<file path="src/rtl/pit_multi.sv">
// Multi-channel interval timer: CHANNELS down-counters sharing one prescaler, with expiry pulses.
// Optional sticky pending flags are built when PIT_MULTI_PENDING_EN is defined.
module pit_multi #(
   parameter int CHANNELS       = 4,
   parameter int WIDTH          = 16,
   parameter int PRESCALE_WIDTH = 8
) (
   input  logic                                          clk,
   input  logic                                          rst,
   input  logic                                          enable,
   input  logic [PRESCALE_WIDTH-1:0]                     prescale,
   input  logic                                          cfg_valid,
   input  logic [$clog2(CHANNELS > 1 ? CHANNELS : 2)-1:0] cfg_chan,
   input  logic [WIDTH-1:0]                              cfg_reload,
   input  logic                                          cfg_repeating,
   input  logic                                          cfg_start,
   input  logic [CHANNELS-1:0]                           irq_clear,
   output logic [CHANNELS-1:0]                           interrupting,
   output logic [CHANNELS-1:0]                           irq_pending,
   output logic                                          irq_any
);

   localparam int CW = $clog2(CHANNELS > 1 ? CHANNELS : 2);

   typedef enum logic {IDLE, RUN} state_t;

   logic [PRESCALE_WIDTH-1:0] pcnt;
   logic                      tick;

   state_t             state_q  [CHANNELS];
   state_t             state_d  [CHANNELS];
   logic [WIDTH-1:0]   count_q  [CHANNELS];
   logic [WIDTH-1:0]   count_d  [CHANNELS];
   logic [WIDTH-1:0]   reload_q [CHANNELS];
   logic [WIDTH-1:0]   reload_d [CHANNELS];
   logic [CHANNELS-1:0] rep_q;
   logic [CHANNELS-1:0] rep_d;
   logic [CHANNELS-1:0] fire;

   assign tick = enable && (pcnt == prescale);

   // The prescaler phase is shared and never restarted by config writes.
   always_ff @(posedge clk) begin
      if (rst) begin
         pcnt <= '0;
      end else if (enable) begin
         pcnt <= tick ? '0 : pcnt + 1'b1;
      end
   end

   always_ff @(posedge clk) begin
      if (rst) begin
         for (int i = 0; i < CHANNELS; i++) begin
            state_q[i]  <= IDLE;
            count_q[i]  <= '0;
            reload_q[i] <= '0;
         end
         rep_q        <= '0;
         interrupting <= '0;
      end else begin
         for (int i = 0; i < CHANNELS; i++) begin
            state_q[i]  <= state_d[i];
            count_q[i]  <= count_d[i];
            reload_q[i] <= reload_d[i];
         end
         rep_q        <= rep_d;
         interrupting <= fire;
      end
   end

   // A config write to a channel swallows that channel's tick in the same cycle.
   always_comb begin
      fire  = '0;
      rep_d = rep_q;
      for (int i = 0; i < CHANNELS; i++) begin
         state_d[i]  = state_q[i];
         count_d[i]  = count_q[i];
         reload_d[i] = reload_q[i];
         if (cfg_valid && (cfg_chan == CW'(i))) begin
            if (!cfg_start) begin
               state_d[i] = IDLE;
            end else if (cfg_reload != '0) begin
               state_d[i]  = RUN;
               count_d[i]  = cfg_reload;
               reload_d[i] = cfg_reload;
               rep_d[i]    = cfg_repeating;
            end else begin
               state_d[i] = IDLE;
               count_d[i] = '0;
            end
         end else if (state_q[i] == RUN && tick) begin
            if (count_q[i] == WIDTH'(1)) begin
               fire[i] = 1'b1;
               if (rep_q[i]) begin
                  count_d[i] = reload_q[i];
               end else begin
                  count_d[i] = '0;
                  state_d[i] = IDLE;
               end
            end else begin
               count_d[i] = count_q[i] - 1'b1;
            end
         end
      end
   end

`ifdef PIT_MULTI_PENDING_EN
   logic [CHANNELS-1:0] pending_q;

   // A fire in the same cycle as a clear leaves the flag set.
   always_ff @(posedge clk) begin
      if (rst) begin
         pending_q <= '0;
      end else begin
         pending_q <= (pending_q & ~irq_clear) | fire;
      end
   end

   assign irq_pending = pending_q;
   assign irq_any     = |pending_q;
`else
   logic clear_unused;

   assign clear_unused = ^irq_clear;
   assign irq_pending  = '0;
   assign irq_any      = |interrupting;
`endif

endmodule

</file>
<file path="config.mk">
export PLATFORM = sky130hd
export DESIGN_NAME = pit_multi
export DESIGN_NICKNAME = d
export VERILOG_FILES = /design/src/rtl/pit_multi.sv
export SDC_FILE = /design/constraint.sdc
export NUM_CORES = 1
export LEC_CHECK = 0
export CORE_ASPECT_RATIO = 0.5
export CORE_UTILIZATION = 54
export DETAILED_ROUTE_END_ITERATION = 6
export HOLD_SLACK_MARGIN = 0.03
export PLACE_DENSITY_LB_ADDON = 0.08
export SETUP_SLACK_MARGIN = 0.4
export SYNTH_ARGS = -nofsm -noshare
export SYNTH_HDL_FRONTEND = slang
export SYNTH_SLANG_ARGS = --single-unit
</file>
<file path="constraint.sdc">
create_clock -name clk -period 2.4 [get_ports clk]
set_input_delay 0.36 -clock clk [delete_from_list [all_inputs] [get_ports clk]]
set_output_delay 0.36 -clock clk [all_outputs]
set_load 0.03 [all_outputs]
</file>
## Yosys cells after proc, flatten, opt, wreduce, memory -nomap -nowiden

Memories as Yosys holds them, arrays and structs flattened.
Cells that the tools add are included.

| word-level totals | value |
|---|---|
| output and inout bits | 9 |
| input bits | 36 |
| RAM bits | 132 |
| memories kept | 3 |
| logic and storage cells | 132 |
| bits in registers | 16 |

| operators by class | value |
|---|---|
| equal/unequal tests | 8 |
| mux-type cells | 71 |
| bitwise gates (word level) | 16 |
| add/sub/neg operators | 5 |
| reductions and logical operators | 20 |

Memory list:

| name | words | width | read ports | clocked after Yosys merged registers in | write ports | line | source |
|---|---|---|---|---|---|---|---|
| count_q | 4 | 16 | 4 | 0 | 4 | 32 | `logic [WIDTH-1:0] count_q [CHANNELS];` |
| reload_q | 4 | 16 | 4 | 0 | 4 | 34 | `logic [WIDTH-1:0] reload_q [CHANNELS];` |
| state_q | 4 | 1 | 4 | 0 | 4 | 30 | `state_t state_q [CHANNELS];` |

Operator list:

| cell | number |
|---|---|
| two-way mux 16 bit | 41 |
| equality test 16 x 1 -> 1 bit (second input constant) | 4 |
| subtractor 16 x 1 -> 16 bit (second input constant) | 4 |
| two-way mux 1 bit | 29 |
| nonzero test 16 bit | 1 |
| OR 1 bit | 12 |
| AND reduction 3 bit | 4 |
| OR reduction 3 bit | 4 |
| logical AND 1 bit | 9 |
| adder 8 x 1 -> 8 bit (second input constant) | 1 |
| equality test 8 bit | 1 |
| two-way mux 8 bit | 1 |
| equality test 2 bit (second input constant) | 2 |
| NOT 1 bit | 4 |
| OR reduction 4 bit | 1 |
| equality test 2 x 1 -> 1 bit (second input constant) | 1 |
| zero test 2 bit | 1 |

## Depth between registers and ports, before layout

| depth | value |
|---|---|
| depth after elaboration | 6 |
| mapped depth | 10 |
| depth with buffers taken out | 8 |

## Least setup slack after synthesis

Ideal clock, no wire load.

| path | value |
|---|---|
| path type | reg2reg |
| from | memory count_q[0][2] |
| to | memory count_q[0][7] |
| stages on the path, launching flop included | 7 |
| clock period less this slack | 2325 ps |
| setup slack | 75 ps |
| setup time | 67 ps |
| data required time | 2333 ps |
| buffers on the path | 0 |
| arrival time | 2258 ps |
| cell sequence | dfxtp_1 > nor4_4 > nand4_4 > or4b_4 > mux2_4 > a211o_1 > a21oi_2 |

RTL lines:

| what | line |
|---|---|
| start: declaration | 32 |

==> flow_summary_export.csv <==
group,metric,value,unit
outcome,status,"finished clean",
power,power_frac_seq,38.0,%
setup_path,reg2reg_from,"count_q[0][5]",
logic_synthesis,synth_top_family_by_area,"simple AND/OR/NAND/NOR gates",
route,ant_nets,0,
hold_path,min_to,"rep_q[1]",
cts,cts_buffer_depth,2,
setup_path,cp_num_buf_inv,0,
placed_design,gp_congestion,0.9362,
timing,hold_viol_final,0,
power,power.share.combinational,19.5,%
final_layout,mostFrequentLayoutCells,"nor2_1, dfxtp_1, buf_4, nand2_1, a21oi_1",
route,dr.pass1.iters,6,
final_layout,num-fill-cells,1074,
logic_synthesis,yosys_warnings,0,
logic_synthesis,synth_compound_gate_area_share,19.33,%
final_layout,nets,1167,
route,drt_iter0_drc,825,
global_routing,grt_pass1_wl,38740,um
global_routing,antenna_found_initial,0,
global_routing,grt_use_total,32.41,%
setup_path,critPathRequiredTime,2.76,ns
cts,cts_tree,"built",
placed_design,place_hpwl,15830,um
setup_path,crit_path_end_kind,"register",
logic_synthesis,syn_inst,1013,
setup_path,path_cells,"nor4_4 > nand4_4 > or4b_4 > mux2_4 > a211o_1 > a21oi_2",
power,power_frac_clock,42.5,%
timing,min_period,2.187,ns
cts,root_buffer,"clkbuf_16",
logic_synthesis,synth.top_cell.area_share,36.83,%
route,drt-total-wl,26530,um
floorplan,die_h,88.31,um
setup_path,slowest_delay,0.55,ns
setup_path,cp_max_fo,3,
cts,hold_buffers,0,
floorplan,ios,45,
final_layout,synthToLayoutAreaGrowth,34.14,%
timing,rsz0062_at_grt,"true",
setup_path,worst-r2r-cell-count,6,
cts,clock_latency,0.43,ns
floorplan,initial_core_util,55.46,%
power,internal_power,4903,uW
timing,fmaxAchievable,457.3,MHz
cts,cts_made_buffers,17,
hold_path,hold_start,"rst",
timing,slew_headroom,49.68,%
setup_path,critPathKind,"reg2reg",
logic_synthesis,synth-async-reset-ratio,0,%
logic_synthesis,synthTopCellsByArea,"dfxtp_1, nor2_1, mux2i_1, a21oi_1, nand2_1",
timing,finClkSkew,0.01142,ns
logic_synthesis,synth_xor_area_share,5.770,%
route,drt-wirelength-per-cell,19.90,um
logic_synthesis,ys_seq_area_share,36.83,%
power,p_switching,1930,uW
logic_synthesis,synth-simple-area-share,25.37,%
setup_path,timing.rr.end,"count_q[0][7]",
hold_path,min_path_type,"in2reg",
placed_design,place.port_buffers,36,
setup_path,start_kind,"register",
logic_synthesis,synth.mux.area_fraction,6.190,%
global_routing,grt.overflow.total,0,
logic_synthesis,synth_area_per_cell,7.942,sq um
floorplan,core,14510,sq um
timing,worst_pin_slew,0.7537,ns
floorplan,die_w,174.6,um
logic_synthesis,synth_cell_types,63,
power,powerDensity,633.2,nW/um^2
setup_path,critPathArrivalTime,2.55,ns
timing,maxSlewViolCount,0,
setup_path,cpLargestDelayFamily,"simple AND/OR/NAND/NOR gates",
hold_path,holdPathStages,2,
cts,cts.sinks,148,
logic_synthesis,yosysTopAreaCell,"dfxtp_1",
logic_synthesis,ys.flop_type,"dfxtp_1",
cts,htree_levels,4,
global_routing,grt_start_max_net_pins,61,
setup_path,regToRegSetupSlack,0.21,ns
logic_synthesis,synth_edf_count,0,
cts,path_clk_slew,0.07,ns
power,ir_drop,0.5003,mV
final_layout,post_route_cells_drive_above_1_share,25.37,%
final_layout,fin_area,10790,sq um
floorplan,rows,31,
timing,finalCritPeriodShare,91.10,%
final_layout,antenna_cells,0,
logic_synthesis,syn_area,8045,sq um
placed_design,placed_cell_area,9226,sq um
flow_run,cap_violations,0,
route,drc,0,
setup_path,crit_slowest_cell,"or4b_4",
global_routing,grt_pass1_vias,7306,
timing,hold_slack,0.4540,ns
route,vias,8292,
power,p_sw_share,28.24,%
route,via_per_inst,6.221,
power,total_leakage_power,0.004449,uW
timing,setup_viol,0,
final_layout,mostFrequentLayoutCell,"nor2_1",
logic_synthesis,synth_seq_cells,148,
floorplan,die_area,15420,sq um
logic_synthesis,synthAdderAreaFrac,1.400,%
## worst max path at each step
stage | start | end | slack (ns) | depth (start not counted)
after detailed placement | prescale[2] | count_q[0][15] | -0.12 | 6
final | count_q[0][5] | count_q[0][7] | 0.21 | 6
after floorplan | count_q[0][5] | count_q[0][7] | 0.13 | 6
after CTS | count_q[0][3] | count_q[0][7] | 0.21 | 6
after global placement | prescale[0] | count_q[3][4] | -0.11 | 9
after global routing | count_q[3][3] | count_q[3][11] | 0.14 | 7
## cells by family (layout without fill, tap and decap cells)
kind of cell    after synthesis  in the layout
compound gates              240            240
fa+ha+maj                     9              9
buf+inv                     103            222
other cells                   1              4
simple gates                410            410
xor+xnor                     53             53
mux                          49             49
flops                       148            148
## timing repair
item | in CTS | in global routing
buffers inserted | 10 | 28
gates cloned | 2 | 6
gates resized for setup | 22 | 117
pin swaps | 14 | 51
setup endpoints to repair | 56 | 83
## per-stage QoR
step | setup slack, ns | power (uW) | TNS [ns] | utilization, % | cells
2_1_floorplan | 0.1323 | 3415 | 0 | - | 1016
3_3_place_gp | -0.1078 | 3719 | -1.856 | 63.60 | 1255
3_5_place_dp | -0.1242 | 3737 | -2.564 | 63.60 | 1255
4_1_cts | 0.2140 | 6671 | 0 | 69.35 | 1299
5_1_grt | 0.1419 | 7068 | 0 | 74.39 | 1333
6_report | 0.2135 | 6833 | 0 | 74.39 | 1333
## cells in the mapped netlist, types with 5 or more instances
cell type and instances:
o21ai_0 38, or3_1 6, nand4_1 15, and3_1 9, a22oi_1 24, clkbuf_1 78
nor3b_1 7, ha_1 9, or4_1 7, a31oi_1 13, o211ai_1 41, a211o_1 5
a211oi_1 30, nor4_1 22, dfxtp_1 148, xor2_1 28, inv_1 12, a311oi_1 5
xnor2_1 25, nor3_1 37, mux2i_1 46, nand2b_1 7, nand2_1 83, nor2_1 134
nand3_1 50, a21oi_1 63
## flip-flops by register name (all words and copies together), names as in the netlist
register,flops
pcnt,8
rep_q,4
count_q,64
interrupting,4
state_q,4
reload_q,64
## worst reg2reg max path: stages (launching register included)
cell and delay (ns):
dfxtp_2 0.35, nor4_4 0.39, nand4_4 0.14, or4b_4 0.55, mux2_4 0.31, a211o_1 0.27
a21oi_2 0.12
## power by group through the flow
stage | Combinational, uW | Clock [uW] | Sequential (uW)
2_1_floorplan | 790 | 0 | 2620
3_3_place_gp | 1070 | 0 | 2650
3_5_place_dp | 1090 | 0 | 2650
4_1_cts | 1150 | 2930 | 2590
5_1_grt | 1430 | 3030 | 2610
6_report | 1330 | 2900 | 2600
## metal layers
metal,vias to the layer above,track usage [%],wire [um]
met2,393,51.10,11850
met1,3935,44.18,11710
met3,67,7.002,2327
met4,0,11.78,644
li1,3897,-,-
met5,-,0,0
## area by class of cell
cell class	count	area (sq um)	area share (%)
multi-input combinational	765	5157	47.79
inverter	13	48.80	0.4522
clock inverter	14	201.4	1.867
clock buffer	18	429.2	3.977
tap	198	247.7	2.296
sequential	148	3009	27.88
timing repair buffer	177	1698	15.73
Note: power is estimated with default switching activity, not from simulation.
